--- src/rtl/inst_encoder.sv ---
// inst_encoder: assembles MIPS instruction words from decoded command fields
// and streams them into consecutive instruction-memory word addresses.
// Optional build macro INST_ENC_RANGE_CHECK_EN: a branch whose PC-relative
// offset does not fit in 16 bits is replaced by a NOP and flags err.
// Without it the offset is silently truncated and err is constant 0.
module inst_encoder #(
  parameter int ADDR_W = 16
) (
  input  logic              clk,
  input  logic              rst_n,
  input  logic              start,
  input  logic [ADDR_W-1:0] base_addr,
  input  logic              cmd_valid,
  output logic              cmd_ready,
  input  logic [3:0]        cmd_kind,
  input  logic [4:0]        cmd_rs,
  input  logic [4:0]        cmd_rt,
  input  logic [4:0]        cmd_rd,
  input  logic [5:0]        cmd_funct,
  input  logic [25:0]       cmd_imm,
  input  logic              cmd_last,
  output logic              imem_we,
  output logic [ADDR_W-1:0] imem_addr,
  output logic [31:0]       imem_wdata,
  output logic              busy,
  output logic              done,
  output logic              err,
  output logic              ovf,
  output logic [ADDR_W:0]   count
);

  typedef enum logic [1:0] {S_IDLE, S_LOAD, S_DONE} state_t;

  localparam logic [3:0] K_R    = 4'd0,  K_LW   = 4'd1,  K_SW   = 4'd2,
                         K_BEQ  = 4'd3,  K_BNE  = 4'd4,  K_BGTZ = 4'd5,
                         K_BLEZ = 4'd6,  K_BLTZ = 4'd7,  K_BGEZ = 4'd8,
                         K_ADDI = 4'd9,  K_ANDI = 4'd10, K_XORI = 4'd11,
                         K_ORI  = 4'd12, K_LUI  = 4'd13, K_SLTI = 4'd14,
                         K_J    = 4'd15;

  state_t            state, state_nx;
  logic [ADDR_W-1:0] addr;
  logic              accept;
  logic              addr_last;
  logic              restart;
  logic [ADDR_W-1:0] tgt;
  logic [15:0]       off16;
  logic              is_branch;
  logic              oor;
  logic [31:0]       word;

  assign accept    = cmd_valid & cmd_ready;
  assign addr_last = &addr;
  assign restart   = start & (state != S_LOAD);
  // branch/jump targets are word addresses; widen or trim to the address width
  assign tgt       = ADDR_W'(cmd_imm);
  assign is_branch = (cmd_kind >= K_BEQ) && (cmd_kind <= K_BGEZ);

`ifdef INST_ENC_RANGE_CHECK_EN
  logic [ADDR_W:0] off_w;
  logic [31:0]     off32;
  // offset taken one bit wider than the address so addr+1 never wraps
  always_comb begin
    off_w = {1'b0, tgt} - ({1'b0, addr} + {{ADDR_W{1'b0}}, 1'b1});
    off32 = {{(31-ADDR_W){off_w[ADDR_W]}}, off_w};
    off16 = off32[15:0];
    oor   = !((off32[31:15] == '0) || (off32[31:15] == '1));
  end
`else
  // only the low 16 bits of the difference are ever emitted
  always_comb begin
    off16 = 16'({1'b0, tgt} - ({1'b0, addr} + {{ADDR_W{1'b0}}, 1'b1}));
    oor   = 1'b0;
  end
`endif

  // instruction word assembly from command class and fields
  always_comb begin
    word = '0;
    unique case (cmd_kind)
      K_R:    word = {6'b000000, cmd_rs, cmd_rt, cmd_rd, 5'b00000, cmd_funct};
      K_LW:   word = {6'b100011, cmd_rs, cmd_rt, cmd_imm[15:0]};
      K_SW:   word = {6'b101011, cmd_rs, cmd_rt, cmd_imm[15:0]};
      K_BEQ:  word = {6'b000100, cmd_rs, cmd_rt, off16};
      K_BNE:  word = {6'b000101, cmd_rs, cmd_rt, off16};
      K_BGTZ: word = {6'b000111, cmd_rs, 5'b00000, off16};
      K_BLEZ: word = {6'b000110, cmd_rs, 5'b00000, off16};
      K_BLTZ: word = {6'b000001, cmd_rs, 5'b00000, off16};
      K_BGEZ: word = {6'b000001, cmd_rs, 5'b00001, off16};
      K_ADDI: word = {6'b001000, cmd_rs, cmd_rt, cmd_imm[15:0]};
      K_ANDI: word = {6'b001100, cmd_rs, cmd_rt, cmd_imm[15:0]};
      K_XORI: word = {6'b001110, cmd_rs, cmd_rt, cmd_imm[15:0]};
      K_ORI:  word = {6'b001101, cmd_rs, cmd_rt, cmd_imm[15:0]};
      K_LUI:  word = {6'b001111, 5'b00000, cmd_rt, cmd_imm[15:0]};
      K_SLTI: word = {6'b001010, cmd_rs, cmd_rt, cmd_imm[15:0]};
      K_J:    word = {6'b000010, cmd_imm};
      default: word = '0;
    endcase
    // an unreachable branch becomes a NOP rather than a wrong jump
    if (is_branch && oor) word = '0;
  end

  // state register
  always_ff @(posedge clk or negedge rst_n) begin
    if (!rst_n) state <= S_IDLE;
    else        state <= state_nx;
  end

  // next state: the session ends on the last command or on address wrap
  always_comb begin
    state_nx = state;
    unique case (state)
      S_IDLE: if (start) state_nx = S_LOAD;
      S_LOAD: if (accept && (cmd_last || addr_last)) state_nx = S_DONE;
      S_DONE: if (start) state_nx = S_LOAD;
      default: state_nx = S_IDLE;
    endcase
  end

  // handshake and status outputs follow the state directly
  always_comb begin
    cmd_ready = (state == S_LOAD);
    busy      = (state == S_LOAD);
  end

  // write port, address/count tracking and sticky session flags
  always_ff @(posedge clk or negedge rst_n) begin
    if (!rst_n) begin
      addr       <= '0;
      count      <= '0;
      imem_we    <= 1'b0;
      imem_addr  <= '0;
      imem_wdata <= '0;
      done       <= 1'b0;
      ovf        <= 1'b0;
    end else begin
      imem_we <= accept;
      done    <= (state == S_DONE) && !start;
      if (accept) begin
        imem_addr  <= addr;
        imem_wdata <= word;
        addr       <= addr + 1'b1;
        count      <= count + 1'b1;
        if (addr_last) ovf <= 1'b1;
      end
      if (restart) begin
        addr  <= base_addr;
        count <= '0;
        ovf   <= 1'b0;
      end
    end
  end

`ifdef INST_ENC_RANGE_CHECK_EN
  // sticky out-of-range branch flag, cleared when a new session starts
  always_ff @(posedge clk or negedge rst_n) begin
    if (!rst_n)                   err <= 1'b0;
    else if (restart)             err <= 1'b0;
    else if (accept && is_branch && oor) err <= 1'b1;
  end
`else
  assign err = 1'b0;
`endif

endmodule
--- config.mk ---
export PLATFORM = sky130hd
export DESIGN_NAME = inst_encoder
export DESIGN_NICKNAME = d
export VERILOG_FILES = /design/src/rtl/inst_encoder.sv
export SDC_FILE = /design/constraint.sdc
export NUM_CORES = 1
export LEC_CHECK = 0
export ABC_AREA = 1
export BUFFER_PORTS_ARGS = -buffer_cell sky130_fd_sc_hd__buf_4
export CAP_MARGIN = 5
export CORE_MARGIN = 2
export CORE_UTILIZATION = 48
export CTS_BUF_LIST = sky130_fd_sc_hd__clkbuf_16
export DETAILED_ROUTE_END_ITERATION = 16
export PLACE_DENSITY = 0.83
export SLEW_MARGIN = 10
export SYNTH_ARGS = -nofsm -noshare
export SYNTH_HDL_FRONTEND = slang
export SYNTH_SLANG_ARGS = --single-unit
export TNS_END_PERCENT = 50
--- constraint.sdc ---
create_clock -name clk -period 1.6 [get_ports clk]
set_input_delay 0.08 -clock clk [delete_from_list [all_inputs] [get_ports clk]]
set_output_delay 0.08 -clock clk [all_outputs]
set_load 0.01 [all_outputs]
-- Word level (Yosys, flattened, before mapping)
Index checks and enable logic that the tools add are counted.
W data, S select, Z words.
- logic and storage cells: 57
- flip-flop bits (word level): 86
- output and inout bits: 71
- bits of input ports: 72
- reductions and logical operators: 12
- bitwise operators: 2
- $add $sub $neg: 4
- equal/unequal tests: 20
- multiplexer cells: 11
- operators with widths (cell ; number):
    $pmux W32 S16 ; 1
    $mux W17 ; 2
    $add A16 B1 Y16 const B ; 2
    $eq A4 B4 Y1 const B ; 8
    $mux W16 ; 2
    $add A17 B1 Y17 const B ; 1
    $eq A4 B3 Y1 const B ; 4
    $reduce_and A16 Y1 ; 1
    $sub A16 B16 Y16 ; 1
    $eq A4 B2 Y1 const B ; 2
    $ne A2 B1 Y1 const B ; 3
    $eq A4 B1 Y1 const B ; 1
    $logic_not A4 Y1 ; 1
    $mux W2 ; 2
    $pmux W2 S2 ; 1
    $reduce_and A2 Y1 ; 2
    $reduce_bool A2 Y1 ; 2
    $mux W1 ; 3
    $and A1 B1 Y1 ; 2
    $eq A2 B1 Y1 const B ; 1
    $eq A2 B2 Y1 const B ; 1
    $logic_and A1 B1 Y1 ; 2
    $logic_not A2 Y1 ; 1
    $reduce_or A2 Y1 ; 1
    other kinds (2) ; 2

-- Longest topological paths before layout
- depth after elaboration: 5
- mapped depth: 14
- mapped depth without buffers: 14

-- Worst setup path before layout
No wires, ideal clock.
- kind: register to register
- start: register addr[0]
- end: register imem_wdata[14]
- buffers on the path: 0
- data arrival time: 1.641 ns
- stages on the path, launching flop included: 14
- period minus slack after synthesis: 1.757 ns
- setup slack: -0.157 ns
- setup time: 0.116 ns
- data required time: 1.484 ns
- cell sequence: dfrtp_1 inv_1 ha_1 fa_1 nand2_1 nand2_1 nand3_1 nand2_1 nand2_1 nand3_1 nand3_1 nand2_1 nand2_1 nand2_1
- word-level cells in the longest chain between the ends: 3
- RTL lines (element ; RTL line ; RTL):
    start: declaration ; 42 ; logic [ADDR_W-1:0] addr;
    start signal: assignment ; 142 ; addr <= addr + 1'b1;
    start signal: assignment ; 147 ; addr <= base_addr;
    $add A16 B1 Y16 ; 72 ; off16 = 16'({1'b0, tgt} - ({1'b0, addr} + {{ADDR_W{1'b0}}, 1'b1}));
    $sub A16 B16 Y16 ; 72 ;
    $pmux W32 S16 ; 80 ; unique case (cmd_kind)
    end signal: assignment ; 141 ; imem_wdata <= word;
    end: declaration ; 24 ; output logic [31:0] imem_wdata,
Every way passes these cells. The select of a mux whose other input is x is not followed.
A chain may end at the register's enable or synchronous reset.

-- Final worst setup path
- start: register addr[0]
- end: register imem_wdata[12]
The elaborated chain is that of the path after synthesis.

==> summary.md <==
| Metric | Value |
|---|---|
| Status | `complete, but fails checks` |
| Failing checks | `negative setup slack` |
| Critical path class | `flip-flop to flip-flop` |
| Critical path cell sequence | `inv_2 -> ha_4 -> fa_2 -> nand2_2 -> nand2_2 -> nand2_2 -> inv_2 -> nand3_1 -> nand4_1 -> nand3_1 -> nand2_1 -> nand2_1 -> nand2_1` |
| PD cells | `1710 mW/mm^2` |
| Grt total ovfl | `0` |
| Clock tree buffer depth | `2` |
| Setup TNS Final | `-0.912 ns` |
| DR WL/cell | `between 15 and 20 um` |
| Req. time, crit path | `about 1.8 ns` |
| Site Rows | `38` |
| Met2 wire length | `8140 um` |
| # Max-Cap Violations | `0` |
| Netlist cell types | `40` |
| Flop-to-flop setup slack | `-0.20 ns` |
| Achievable clock frequency | `between 500 and 600 MHz` |
| Post-synthesis sequential area ratio | `0.398` |
| Routed Antenna Nets | `0` |
| Largest net degree at the start of global routing | `33` |
| Largest family of logic cells by synthesized area | `simple AND/OR/NAND/NOR gates` |
| CTS clk-pin slew, worst paths | `approximately 0.07 ns` |
| Hpwl dp | `between 10000 and 15000 um` |
| Fin Clk Skew | `0.00758 ns` |
| Seq cells post-synth | `85` |
| Syn Area/Cell | `between 7 and 8 sq um` |
| Main synth FF type | `dfrtp_1` |
| Die Y | `between 100 and 150 um` |
| FFs w/ async S/R, synth | `1.00` |
| Warnings, synthesis | `0` |
| Final count of negative-setup-slack endpoints | `12` |
| Most common cell after layout, fill and taps aside | `buf_4` |
| # DRC | `0` |
| Met3 routed WL | `between 1000 and 1500 um` |
| Placed cell areas | `0.00702 sq mm` |
| Fraction of the mapped netlist area in simple logic gates | `0.290` |
| Worst-Skew Late Latency | `about 0.34 ns` |
| HP Class | `primary input to flip-flop` |
| DR vias/cell | `5.39` |
| Die W | `about 110 um` |
| Final period util | `1.12` |
| Final hold vios | `0` |
| Crit path DAT | `about 2.0 ns` |
| Post-Synth XOR/XNOR Area | `0.0147` |
| Clock Tree Root | `clkbuf_16` |
| Synth Area in Adders | `0.0435` |
| Met1 WL | `6660 um` |
| Compound-Gate Fraction of Synth Area | `0.156` |
| Crit start category | `flip-flop` |
| First-pass detailed-route iteration total | `5` |
| Post-Synthesis Cells | `about 750` |
| Initial detailed-routing violation count | `around 400` |
| Via Count | `5974` |
| Commonest non-fill, non-tap cells in the layout | `216 x buf_4, 203 x nand2_1, 85 x dfrtp_1, 75 x inv_1, 44 x o21ai_0` |
| Largest fanout on the critical path | `3` |
| Final non-filler cell area | `0.00784 sq mm` |
| CP Capture Type | `flip-flop` |
| # IOs | `roughly 140` |
| CORE AREA | `roughly 0.011 sq mm` |
| Area grow syn2layout | `46.6%` |
| Multiplexer area fraction after synthesis | `0` |
| Worst path slowest cell | `dfrtp_1` |
| Top Layer Used | `met4` |
| GP Congestion | `0.906` |
| NumNets Final | `between 1000 and 1500` |
| Post-synthesis cell area | `approximately 0.0053 sq mm` |
| Leakage | `4.04 nW` |
| Final slew viol count | `0` |
| Initial cell density of the core | `0.493` |
| CTS H-tree lvls | `3` |
| DIE AREA | `approximately 0.012 sq mm` |
| Non-filler cells, final | `1109` |
| Filler cells | `around 800` |
| Number of synthesized flops with an enable pin | `0` |
| Fin util | `0.723` |
| Final wirelength | `roughly 17000 um` |
| CTS Buf Count | `9` |
| Gr usage total | `0.274` |
| Initial antenna violation count | `0` |
| RSZ-0062 raised after global routing | `true` |
| Critical path's largest stage delay | `approximately 0.36 ns` |
| First-pass GRT wire length | `approximately 26000 um` |
| Placed Instances | `1074` |
| PnR Total Power | `13.4 mW` |
| Share of layout cells above drive strength 1 | `0.361` |
| CTS tree | `yes` |
| # port buffers | `between 100 and 150` |
| Worst VDD drop | `between 0.9 and 1 mV` |
| # diodes | `0` |
| Minimum clock period | `between 1.5 and 2 ns` |
| CTS Sinks | `85` |
| Vias in the first global route | `between 5000 and 6000` |
| Setup slack after layout | `-0.198 ns` |
-- cells by family (layout without fill, tap and decap cells) --
| group | Yosys count | count (layout) |
|---|---|---|
| simple gates | 358 | 358 |
| compound gates | 147 | 147 |
| buf+inv | 130 | 350 |
| flops | 85 | 85 |
| fa+ha+maj | 18 | 18 |
| xor+xnor | 9 | 9 |
| other cells | 1 | 2 |
-- final timing paths --
path,to,start,depth (start not counted)
setup / recovery,imem_wdata[12],addr[0],13
hold reg to reg,imem_wdata[27],imem_wdata[27],2
max in group asynchronous,imem_wdata[8],rst_n,3
setup reg to reg,imem_wdata[12],addr[0],13
hold / removal,imem_wdata[24],cmd_imm[24],3
min in group asynchronous,imem_wdata[29],rst_n,2
-- metal layers --
metal,global-route usage,vias to the layer above
met5,0,-
met3,0.0498,62
met4,0.119,0
met2,0.466,311
li1,-,2860
met1,0.339,2741
-- state kept, by name, summed over array words and instances (netlist names) --
register / flops
imem_addr: 16
done: 1
imem_we: 1
addr: 16
imem_wdata: 31
state: 2
count: 17
ovf: 1
-- critical path, delay by kind of cell (launching register included) --
kind                     cells  cell delay [ns]
flip-flops                   1             0.36
adder cells (fa/ha/maj)      2             0.50
buffers and inverters        2             0.11
AND/OR/NAND/NOR              9             0.74
-- repair_timing --
item | in CTS | in global routing
buffers inserted | 6 | 8
gates cloned | 0 | 0
pin swaps | 8 | 23
endpoints found under the setup margin | 17 | 39
hold endpoints to repair | 46 | 0
resized for setup | 39 | 53
hold buffers | 6 | 0
-- cell type report --
type                    count  area, sq um  area share
well taps                 140          175      0.0223
flip-flops and latches     85         2130       0.271
clock inverters             7         50.0     0.00638
clock buffers               9          225      0.0287
inverters                 107          402      0.0512
repair buffers            227         1760       0.225
multi-input cells         534         3100       0.395
-- Yosys cell counts, types with 2 or more instances --
cell type / instances / area [sq um]
inv_1: 94 / 353
nor2_1: 47 / 176
o32ai_1: 2 / 17.5
nand2_1: 227 / 852
nor3_1: 13 / 65.1
o21ai_1: 15 / 75.1
ha_1: 17 / 213
o221ai_1: 6 / 52.6
a31oi_1: 2 / 12.5
buf_4: 4 / 30.0
xor2_1: 7 / 61.3
nand4_1: 6 / 37.5
xnor2_1: 2 / 17.5
inv_2: 12 / 45.0
nand3_1: 41 / 205
a21oi_1: 46 / 230
a22oi_1: 4 / 30.0
o21ai_0: 48 / 240
nor2_4: 5 / 56.3
o211ai_1: 9 / 67.6
nand3b_1: 4 / 30.0
clkbuf_1: 6 / 22.5
buf_2: 11 / 55.1
a2bb2oi_1: 3 / 26.3
nor2_2: 6 / 37.5
dfrtp_1: 85 / 2130
o22ai_1: 9 / 56.3
nand3_2: 5 / 50.1
-- metrics by stage --
stage	hold slack (ns)	worst slack [ns]
2_1_floorplan	-0.216	-0.0294
3_3_place_gp	0.0193	-0.0898
3_5_place_dp	0.0216	-0.148
4_1_cts	0.000928	-0.0958
5_1_grt	0.00257	-0.277
6_report	0.00255	-0.198
-- where the power goes --
group	internal (mW)	switching [mW]	leakage [nW]
logic	3.65	4.27	2.84
registers	2.97	0.528	1.07
clock network	1.06	0.916	0.134
total	7.68	5.71	4.04
No activity file was read; power rests on OpenSTA's default activity.
